## src/rtl/radix2_div_pipe_ctl_pkg.sv

```systemverilog
// Shared definitions for the radix-2 divide unit:
// FSM encoding and result field layout.
package radix2_div_pkg;

  typedef enum logic [1:0] {
    IDLE = 2'd0,
    CALC = 2'd1,
    DONE = 2'd2
  } state_t;

  localparam int QUO_LSB = 0;

  // Remainder sits directly above the quotient.
  function automatic int rem_lsb(input int width);
    return width;
  endfunction

endpackage

```

## src/rtl/radix2_div_pipe_ctl_if.sv

```systemverilog
// Request/response bundle of the divide unit.
// master = requester, slave = divider.
interface radix2_div_pipe_ctl_if #(
  parameter int WIDTH = 8
);

  logic               opn_valid;
  logic               opn_ready;
  logic               sign;
  logic [WIDTH-1:0]   dividend;
  logic [WIDTH-1:0]   divisor;
  logic               res_valid;
  logic               res_ready;
  logic [2*WIDTH-1:0] result;
  logic               div_by_zero;

  modport master (
    output opn_valid,
    output sign,
    output dividend,
    output divisor,
    output res_ready,
    input  opn_ready,
    input  res_valid,
    input  result,
    input  div_by_zero
  );

  modport slave (
    input  opn_valid,
    input  sign,
    input  dividend,
    input  divisor,
    input  res_ready,
    output opn_ready,
    output res_valid,
    output result,
    output div_by_zero
  );

endinterface

```

## src/rtl/radix2_div_pipe_ctl_step.sv

```systemverilog
// One restoring-division iteration: shift the
// {rem,quo} pair left, trial-subtract, restore on borrow.
module radix2_div_step
  import radix2_div_pkg::*;
#(
  parameter int WIDTH = 8
) (
  input  logic [WIDTH-1:0] rem,
  input  logic [WIDTH-1:0] quo,
  input  logic [WIDTH-1:0] divisor,
  output logic [WIDTH-1:0] rem_nx,
  output logic [WIDTH-1:0] quo_nx
);

  logic [WIDTH:0]   sh;
  logic [WIDTH+1:0] diff;
  logic             borrow;

  assign sh     = {rem, quo[WIDTH-1]};
  assign diff   = {1'b0, sh} - {2'b00, divisor};
  assign borrow = diff[WIDTH+1];

  // rem < divisor on entry, so the kept value fits WIDTH bits.
  assign rem_nx = borrow ? sh[WIDTH-1:0]
                         : diff[WIDTH-1:0];
  assign quo_nx = {quo[WIDTH-2:0], ~borrow};

endmodule

```

## src/rtl/radix2_div_pipe_ctl.sv

```systemverilog
// Shared multi-cycle divider: one quotient bit per
// clock, signed or unsigned, result held until taken.
module radix2_div_pipe_ctl
  import radix2_div_pkg::*;
#(
  parameter int WIDTH = 8
) (
  input logic clk,
  input logic rst,
  radix2_div_pipe_ctl_if.slave bus
);

  localparam int CNT_W   = $clog2(WIDTH + 1);
  localparam int REM_LSB = rem_lsb(WIDTH);

  state_t state;
  state_t state_nx;

  logic [WIDTH-1:0]   rem_q;
  logic [WIDTH-1:0]   quo_q;
  logic [WIDTH-1:0]   dvs_q;
  logic               neg_q;
  logic               neg_r;
  logic [CNT_W-1:0]   cnt;
  logic               res_valid;
  logic [2*WIDTH-1:0] res_q;
  logic               dz_q;

  logic [WIDTH-1:0] rem_nx;
  logic [WIDTH-1:0] quo_nx;
  logic [WIDTH-1:0] q_fix;
  logic [WIDTH-1:0] r_fix;
  logic [WIDTH-1:0] dvd_abs;
  logic [WIDTH-1:0] dvs_abs;
  logic             dvd_neg;
  logic             dvs_neg;
  logic             accept;
  logic             last;
  logic             hs;
  logic             dz_in;

  assign dvd_neg = bus.sign & bus.dividend[WIDTH-1];
  assign dvs_neg = bus.sign & bus.divisor[WIDTH-1];

  // -MIN wraps to MIN, which read unsigned is 2^(WIDTH-1).
  assign dvd_abs = dvd_neg ? -bus.dividend
                           : bus.dividend;
  assign dvs_abs = dvs_neg ? -bus.divisor
                           : bus.divisor;

  assign dz_in  = (bus.divisor == '0);
  assign accept = (state == IDLE) & bus.opn_valid;
  assign last   = (cnt == CNT_W'(WIDTH - 1));
  assign hs     = (state == DONE) & bus.res_ready;

  assign q_fix = neg_q ? -quo_nx : quo_nx;
  assign r_fix = neg_r ? -rem_nx : rem_nx;

  radix2_div_step #(
    .WIDTH(WIDTH)
  ) u_step (
    .rem    (rem_q),
    .quo    (quo_q),
    .divisor(dvs_q),
    .rem_nx (rem_nx),
    .quo_nx (quo_nx)
  );

  always_ff @(posedge clk or posedge rst) begin
    if (rst) begin
      state <= IDLE;
    end else begin
      state <= state_nx;
    end
  end

  always_comb begin
    state_nx = state;
    unique case (state)
      IDLE: begin
        if (bus.opn_valid) begin
          state_nx = dz_in ? DONE : CALC;
        end
      end
      CALC: begin
        if (last) begin
          state_nx = DONE;
        end
      end
      DONE: begin
        if (bus.res_ready) begin
          state_nx = IDLE;
        end
      end
      default: state_nx = IDLE;
    endcase
  end

  always_ff @(posedge clk or posedge rst) begin
    if (rst) begin
      rem_q     <= '0;
      quo_q     <= '0;
      dvs_q     <= '0;
      neg_q     <= 1'b0;
      neg_r     <= 1'b0;
      cnt       <= '0;
      res_valid <= 1'b0;
      res_q     <= '0;
      dz_q      <= 1'b0;
    end else begin
      if (accept) begin
        rem_q <= '0;
        quo_q <= dvd_abs;
        dvs_q <= dvs_abs;
        neg_q <= dvd_neg ^ dvs_neg;
        neg_r <= dvd_neg;
        cnt   <= '0;
        if (dz_in) begin
          res_q[REM_LSB +: WIDTH] <= bus.dividend;
          res_q[QUO_LSB +: WIDTH] <= '1;
          dz_q      <= 1'b1;
          res_valid <= 1'b1;
        end
      end else if (state == CALC) begin
        rem_q <= rem_nx;
        quo_q <= quo_nx;
        cnt   <= cnt + CNT_W'(1);
        if (last) begin
          res_q[REM_LSB +: WIDTH] <= r_fix;
          res_q[QUO_LSB +: WIDTH] <= q_fix;
          dz_q      <= 1'b0;
          res_valid <= 1'b1;
        end
      end else if (hs) begin
        res_valid <= 1'b0;
      end
    end
  end

  assign bus.opn_ready   = (state == IDLE);
  assign bus.res_valid   = res_valid;
  assign bus.result      = res_q;
  assign bus.div_by_zero = dz_q;

endmodule
```

## src/flat_wrapper.sv

```systemverilog
// flat-port wrapper written by rule: the top's interface ports become plain ports
module radix2_div_pipe_ctl_flat import radix2_div_pkg::*;
#(
  parameter int WIDTH = 8
)
  (clk, rst, bus_opn_valid, bus_sign, bus_dividend, bus_divisor, bus_res_ready, bus_opn_ready, bus_res_valid, bus_result, bus_div_by_zero);
  radix2_div_pipe_ctl_if #(.WIDTH(WIDTH)) bus_i ();
  input logic clk;
  input logic rst;
  input wire logic [$bits(bus_i.opn_valid)-1:0] bus_opn_valid;
  input wire logic [$bits(bus_i.sign)-1:0] bus_sign;
  input wire logic [$bits(bus_i.dividend)-1:0] bus_dividend;
  input wire logic [$bits(bus_i.divisor)-1:0] bus_divisor;
  input wire logic [$bits(bus_i.res_ready)-1:0] bus_res_ready;
  output wire logic [$bits(bus_i.opn_ready)-1:0] bus_opn_ready;
  output wire logic [$bits(bus_i.res_valid)-1:0] bus_res_valid;
  output wire logic [$bits(bus_i.result)-1:0] bus_result;
  output wire logic [$bits(bus_i.div_by_zero)-1:0] bus_div_by_zero;
  assign bus_i.opn_valid = bus_opn_valid;
  assign bus_i.sign = bus_sign;
  assign bus_i.dividend = bus_dividend;
  assign bus_i.divisor = bus_divisor;
  assign bus_i.res_ready = bus_res_ready;
  assign bus_opn_ready = bus_i.opn_ready;
  assign bus_res_valid = bus_i.res_valid;
  assign bus_result = bus_i.result;
  assign bus_div_by_zero = bus_i.div_by_zero;
  radix2_div_pipe_ctl #(.WIDTH(WIDTH)) u_core (.clk(clk), .rst(rst), .bus(bus_i));
endmodule
```

## config.mk

```make
export PLATFORM = sky130hd
export DESIGN_NAME = radix2_div_pipe_ctl_flat
export DESIGN_NICKNAME = d
export VERILOG_FILES = /design/src/rtl/radix2_div_pipe_ctl_pkg.sv /design/src/rtl/radix2_div_pipe_ctl_if.sv /design/src/rtl/radix2_div_pipe_ctl_step.sv /design/src/rtl/radix2_div_pipe_ctl.sv /design/src/flat_wrapper.sv
export SDC_FILE = /design/constraint.sdc
export NUM_CORES = 1
export LEC_CHECK = 0
export CORE_UTILIZATION = 45
export CTS_CLUSTER_DIAMETER = 200
export CTS_CLUSTER_SIZE = 12
export DETAILED_ROUTE_END_ITERATION = 8
export PLACE_DENSITY = 0.81
export SLEW_MARGIN = 40
export SYNTH_ARGS = -nofsm -noshare
export SYNTH_HDL_FRONTEND = slang
export SYNTH_SLANG_ARGS = --single-unit
```

## constraint.sdc

```tcl
create_clock -name clk -period 2.84 [get_ports clk]
set_input_delay 0.284 -clock clk [delete_from_list [all_inputs] [get_ports clk]]
set_output_delay 0.284 -clock clk [all_outputs]
set_load 0.01 [all_outputs]
```

==> qor.yml, run 1 <==
die:
  die_h_microns: 85.9
  die_area_sq_um: 7370
  initial_core_util_pct: 46.6
  core_area_sq_um: 6790
  die_x_microns: 85.9
  ioPinCount: 40
  fp-row-count: 30
clock_tree:
  insertion_delay_ps: 320
  post_cts_resize_count: 0
  postCtsSetupBuffers: 0
  ctsRootBufferMaster: "clkbuf_8"
  numCtsBuffers: 5
  cts_tree: "done"
  clk_path_buf_depth: 2
  h-tree-depth: 2
  cts-hold-fix-buffers: 0
  cts.sinks: 50
  clkSlewWorstSetupHoldPaths_ps: 100
cells_and_area:
  utilization_pct: 56.7
  diodes: 0
  final_cell_mix: "nand2_1, dfrtp_1, o21ai_0, clkdlybuf4s50_1, nor2_1"
  num-nets-final: 448
  drive_gt1_share_pct: 9.90
  syn2layout_area_growth_pct: 21.6
  final_common_cell: "nand2_1"
route:
  via_per_inst: 5.54
  vias: 2826
  detail-route-antenna-nets: 0
  routed_wirelength_microns: 7590
  drt_first_iter_violations: 151
  first_pass_iters: 4
  wire_per_inst_microns: 14.9
  drc: 0
synth:
  ys_seq_area_share_pct: 39.5
  async_flop_share_pct: 100
  ys_ff_latch: 50
  syn-num-nets: 403
  synthesis.area_sq_um: 3170
  synth_edf_count: 0
  yosys_warnings: 0
  ys.flop_type: "dfrtp_1"
  avgSynthCellArea_sq_um: 8.60
  synthDistinctLibCells: 51
  synth_cells: 368
sta:
  max_freq_mhz: 371
  period_needed_ps: 2700
  finalMaxSlewViolations: 0
  tightest_slew_ps: 645
  slew-limit-headroom_pct: 57.0
  setup_viol: 0
  skew_ps: 12.6
  whs_ps: 438
  hold_viol: 0
  finalCritPeriodShare_pct: 95.0
pwr:
  pwr-share-clk_pct: 10.6
  switching_share_pct: 44.8
  vdd_drop_max_uv: 713
  p_per_area_nw_per_um2: 1350
  power.switching_mw: 2.33
  pwr-share-seq_pct: 26.7
  p_comb_share_pct: 62.7
  internal_power_mw: 2.88
  p_leak_nw: 1.61
  power_mw: 5.21
status:
  outcome: "complete, no violations"
placed_design:
  io_buffers: 39
  hpwlAfterDp_microns: 5620
  place.gp.congestion: 0.895
setup_path:
  worstSetupStartpointType: "flop"
  path_max_fanout: 13
  endpoint_kind: "flop"
  worstPathRequired_ps: 3040
  max_stage_delay_ps: 470
  crit_arrival_ps: 2890
  cpMostUsedCell: "ha_2"
  worstSetupPathType: "flop to flop"
  rr_worst_depth: 13
  crit_slowest_cell: "dfrtp_2"
  path_cells: "ha_2 -> o211ai_2 -> a211o_2 -> nand2_4 -> nand2_1 -> o21ai_1 -> ha_2 -> inv_1 -> o31ai_2 -> xor2_1 -> nor2_1 -> a21oi_1 -> o211ai_1"
global_routing:
  grt_pass1_wl_microns: 12800
  grt_pass1_vias: 2736
  grt.overflow.total: 0
  antenna_found_initial: 0
  track_usage_pct: 22.2
  grt_max_degree: 51
hold_path:
  hold_path_class: "input pin to asynchronous set/reset pin"
flow_run:
  max-cap-violations: 0
layer usage:
layer	vias to the layer above	track usage (%)	share of wire [%]
met5	-	0	0
met3	8	4.52	4.9
met2	67	35.9	48
li1	1383	-	-
met4	0	6.97	1.4
met1	1368	30.1	46
power by group through the flow:
stage               sequential [mW]  combinational [mW]  clock (mW)
floorplan                      1.36                2.30           0
global placement               1.38                3.12           0
detailed placement             1.40                3.21           0
CTS                            1.38                3.23       0.558
global route                   1.44                3.62       0.589
finish                         1.39                3.27       0.551
cell type report:
class	count	area, sq um
Fill cell	615	2940
Multi-Input combinational cell	285	1800
Sequential cell	50	1250
Timing Repair Buffer	52	488
Tap cell	96	120
Clock buffer	6	82.6
Inverter	19	71.3
Clock inverter	2	38.8
flip-flops by register name, indices dropped and copies added, names as in the netlist:
signal,cells
u_core.bus.result,16
u_core.dvs_q,8
u_core.quo_q,8
u_core.rem_q,8
u_core.cnt,4
u_core.state,2
u_core.bus.div_by_zero,1
u_core.bus.res_valid,1
u_core.neg_q,1
u_core.neg_r,1
cells in the mapped netlist, drive strengths merged (4+ instances only):
cell type | n | share of area (%)
a31oi | 7 | 1.4
dfrtp | 50 | 40
o21ai | 44 | 7.1
nand3 | 15 | 2.4
xor2 | 12 | 3.3
inv | 19 | 2.3
a21oi | 23 | 4.1
nand2b | 4 | 0.79
o31ai | 5 | 1.5
or3 | 9 | 1.9
o21a | 5 | 1.2
xnor2 | 14 | 3.9
a211oi | 4 | 1.1
nor2 | 26 | 3.1
clkbuf | 12 | 1.4
ha | 13 | 5.1
mux2i | 5 | 2.0
nor3 | 4 | 0.63
o211ai | 5 | 1.3
nand2 | 58 | 7.1
logic make-up after synthesis:
logic type / count (synthesis) / share of synthesized area [%]
AO/OA/AOI/OAI: 112 / 22.8
XOR/XNOR: 26 / 7.19
adder cells (fa/ha/maj): 14 / 5.77
buffers and inverters: 33 / 4.15
flip-flops: 50 / 39.5
multiplexers: 5 / 1.98
AND/OR/NAND/NOR: 128 / 18.6
per-stage QoR:
step | setup WS [ps] | std cells | setup TNS [ps] | cell area (sq um)
6_report | 143 | 510 | 0 | 3850
5_1_grt | -14.4 | 510 | -14.4 | 3850
4_1_cts | 71.6 | 510 | 0 | 3840
3_5_place_dp | 84.0 | 502 | 0 | 3720
3_3_place_gp | 196 | 502 | 0 | 3720
2_1_floorplan | 169 | 368 | 0 | 3170
worst max-delay path, delay by kind of cell, from the launching register on:
kind / cells / cell delay (ps)
flip-flops: 1 / 470
AND/OR/NAND/NOR: 3 / 270
buffers and inverters: 1 / 70
XOR/XNOR: 1 / 170
AO/OA/AOI/OAI: 6 / 970
adder cells (fa/ha/maj): 2 / 640
final timing paths:
kind                                   startpoint  slack, ps                endpoint
hold / removal                                rst        440    u_core.bus.result[6]
setup / recovery                  u_core.rem_q[3]        140   u_core.bus.result[12]
min in group clk           u_core.bus.div_by_zero        490  u_core.bus.div_by_zero
hold reg to reg            u_core.bus.div_by_zero        490  u_core.bus.div_by_zero
setup reg to reg                  u_core.rem_q[3]        140   u_core.bus.result[12]
max in group asynchronous                     rst       1910         u_core.rem_q[3]
(Power assumes the default switching activity.)
==> inputs of run 2 (changes only) <==
==> constraint.sdc (replaced) <==
create_clock -name clk -period 2.84 [get_ports clk]
set_input_delay 0.568 -clock clk [delete_from_list [all_inputs] [get_ports clk]]
set_output_delay 0.568 -clock clk [all_outputs]
set_load 0.01 [all_outputs]
==> qor.yml, run 2 (synthesis results as in run 1) <==
cells_and_area:
  largest_register_ffs: 16  # unchanged
  syn2layout_area_growth_pct: 22.1
  drive_gt1_share_pct: 10.6  # +0.70 points
  final_common_cell: "nand2_1"
  final_cell_mix: "nand2_1, dfrtp_1, o21ai_0, clkdlybuf4s50_1, nor2_1"
  num-nets-final: 449  # +0.22%
  diodes: 0  # unchanged
  nFillCells: 617  # +0.33%
  fin_cells: 511  # +0.20%
global_routing:
  track_usage_pct: 22.6  # +0.37 points
  grt.overflow.total: 0  # unchanged
  antenna_found_initial: 0  # unchanged
  grt_pass1_vias: 2765  # +1.1%
  grt_max_degree: 22  # -57%
  grt_pass1_wl_microns: 13000  # +1.6%
setup_path:
  worstPathRequired_ps: 3040  # about the same
  cpMostUsedCell: "ha_2"
  worstSetupStartpointType: "flop"
  path_cells: "ha_2 -> nand3_1 -> a211o_2 -> nand2_4 -> nand2_1 -> o21ai_1 -> ha_2 -> inv_1 -> o31ai_2 -> xor2_1 -> nor2_1 -> a21oi_1 -> o211ai_1"
  endpoint_kind: "flop"
  startpoint: "u_core.rem_q[6]"
  path_max_fanout: 6  # -7
  worstSetupPathType: "flop to flop"
  path_buf_inv: 1  # unchanged
  crit_slowest_cell: "dfrtp_1"
  r2r-start: "u_core.rem_q[6]"
  max_stage_delay_ps: 440  # -30 ps
  crit_family: "compound AO/OA/AOI/OAI gates"
  crit_arrival_ps: 2870  # -20 ps
route:
  detail-route-antenna-nets: 0  # unchanged
  vias: 2829  # +0.11%
  first_pass_iters: 4  # unchanged
  wire_per_inst_microns: 15.2  # +1.7%
  drt_first_iter_violations: 158  # +4.6%
  drc: 0  # unchanged
  via_per_inst: 5.54  # about the same
  routed_wirelength_microns: 7740  # +1.9%
die:
  fp-row-count: 30  # unchanged
  die_area_sq_um: 7370  # unchanged
  core_area_sq_um: 6790  # unchanged
  die_h_microns: 85.9  # unchanged
  initial_core_util_pct: 46.6  # unchanged
  ioPinCount: 40  # unchanged
  die_x_microns: 85.9  # unchanged
sta:
  period_needed_ps: 2670  # -24.8 ps
  finalCritPeriodShare_pct: 94.1  # -0.87 points
  fin_tns_setup_ps: 0  # unchanged
  hold_viol: 0  # unchanged
  rsz0062_at_grt: "no"
  setup_viol: 0  # unchanged
  finalMaxSlewViolations: 0  # unchanged
  slew-limit-headroom_pct: 73.1  # +16 points
  tightest_slew_ps: 404  # -242 ps
  max_freq_mhz: 374  # +0.93%
  skew_ps: 5.59  # -6.99 ps
clock_tree:
  post_cts_resize_count: 0  # unchanged
  numCtsBuffers: 5  # unchanged
  ctsRootBufferMaster: "clkbuf_8"
  cts-hold-fix-buffers: 0  # unchanged
  postCtsSetupBuffers: 0  # unchanged
  cts.sinks: 50  # unchanged
  clk_path_buf_depth: 2  # unchanged
  clkSlewWorstSetupHoldPaths_ps: 100  # about the same
  h-tree-depth: 2  # unchanged
  cts_tree: "done"
  insertion_delay_ps: 310  # about the same
placed_design:
  place.gp.congestion: 0.854  # -4.6%
  placedCellCount: 503  # +0.20%
  io_buffers: 39  # unchanged
  hpwlAfterDp_microns: 5980  # +6.5%
pwr:
  pwr-share-seq_pct: 26.9  # +0.2 points
  p_leak_nw: 1.61  # -0.16%
  switching_share_pct: 46.0  # +1.2 points
  vdd_drop_max_uv: 726  # +1.8%
  p_comb_share_pct: 64.4  # +1.7 points
  power.switching_mw: 2.41  # +3.3%
  internal_power_mw: 2.83  # -1.7%
  pwr-share-clk_pct: 8.7  # -1.9 points
  p_per_area_nw_per_um2: 1350  # +0.15%
hold_path:
  hp-start: "u_core.dvs_q[6]"
  hold_path_class: "flop to flop"
status:
  outcome: "complete, no violations"
flow_run:
  max-cap-violations: 0  # unchanged
==> run 2: worst paths after layout <==
path / to / slack [ps] / depth (start not counted)
max: u_core.bus.result[12] / 170 / 13
min: u_core.dvs_q[6] / 490 / 2
max reg2reg: u_core.bus.result[12] / 170 / 13
min reg2reg: u_core.dvs_q[6] / 490 / 2
max in group asynchronous: u_core.rem_q[3] / 1740 / 3
min in group asynchronous: u_core.rem_q[7] / 510 / 2
==> run 2: stage by stage <==
stage / setup WS, ps / utilization, % / power, mW / hold slack (ps) / cell area [sq um]
floorplan: 169 / - / 3.65 / 448 / 3170
global placement: 107 / 54.8 / 4.54 / 465 / 3720
detailed placement: 39.2 / 54.8 / 4.68 / 470 / 3720
CTS: 16.7 / 56.3 / 5.14 / 496 / 3820
global route: 0.432 / 56.9 / 5.69 / 537 / 3860
finish: 168 / 56.9 / 5.24 / 488 / 3860
==> run 2: tightest hold or removal path, cell delays in order (launching register included) <==
cell and delay, ps:
dfrtp_1 350, nand2_1 50, o21ai_0 60
==> run 2: power by group through the flow <==
stage | clock, mW | combinational, mW | sequential (mW)
floorplan | 0 | 2.30 | 1.36
global placement | 0 | 3.15 | 1.39
detailed placement | 0 | 3.27 | 1.41
CTS | 0.461 | 3.29 | 1.39
global route | 0.489 | 3.75 | 1.46
finish | 0.454 | 3.37 | 1.41
==> run 2: cell type report <==
cell class / instances / area, sq um / share of cell area, %
timing repair buffer: 53 / 495 / 12.8
multi-input combinational: 285 / 1830 / 47.3
clock inverter: 3 / 28.8 / 0.745
inverter: 19 / 71.3 / 1.85
clock buffer: 5 / 68.8 / 1.78
sequential: 50 / 1250 / 32.4
tap: 96 / 120 / 3.11
==> run 2: routing by layer <==
layer  wire (microns)  global-route usage, %
met2             3760                   37.8
met3              365                   3.75
met1             3490                   30.0
met4              134                   6.97
met5                0                      0
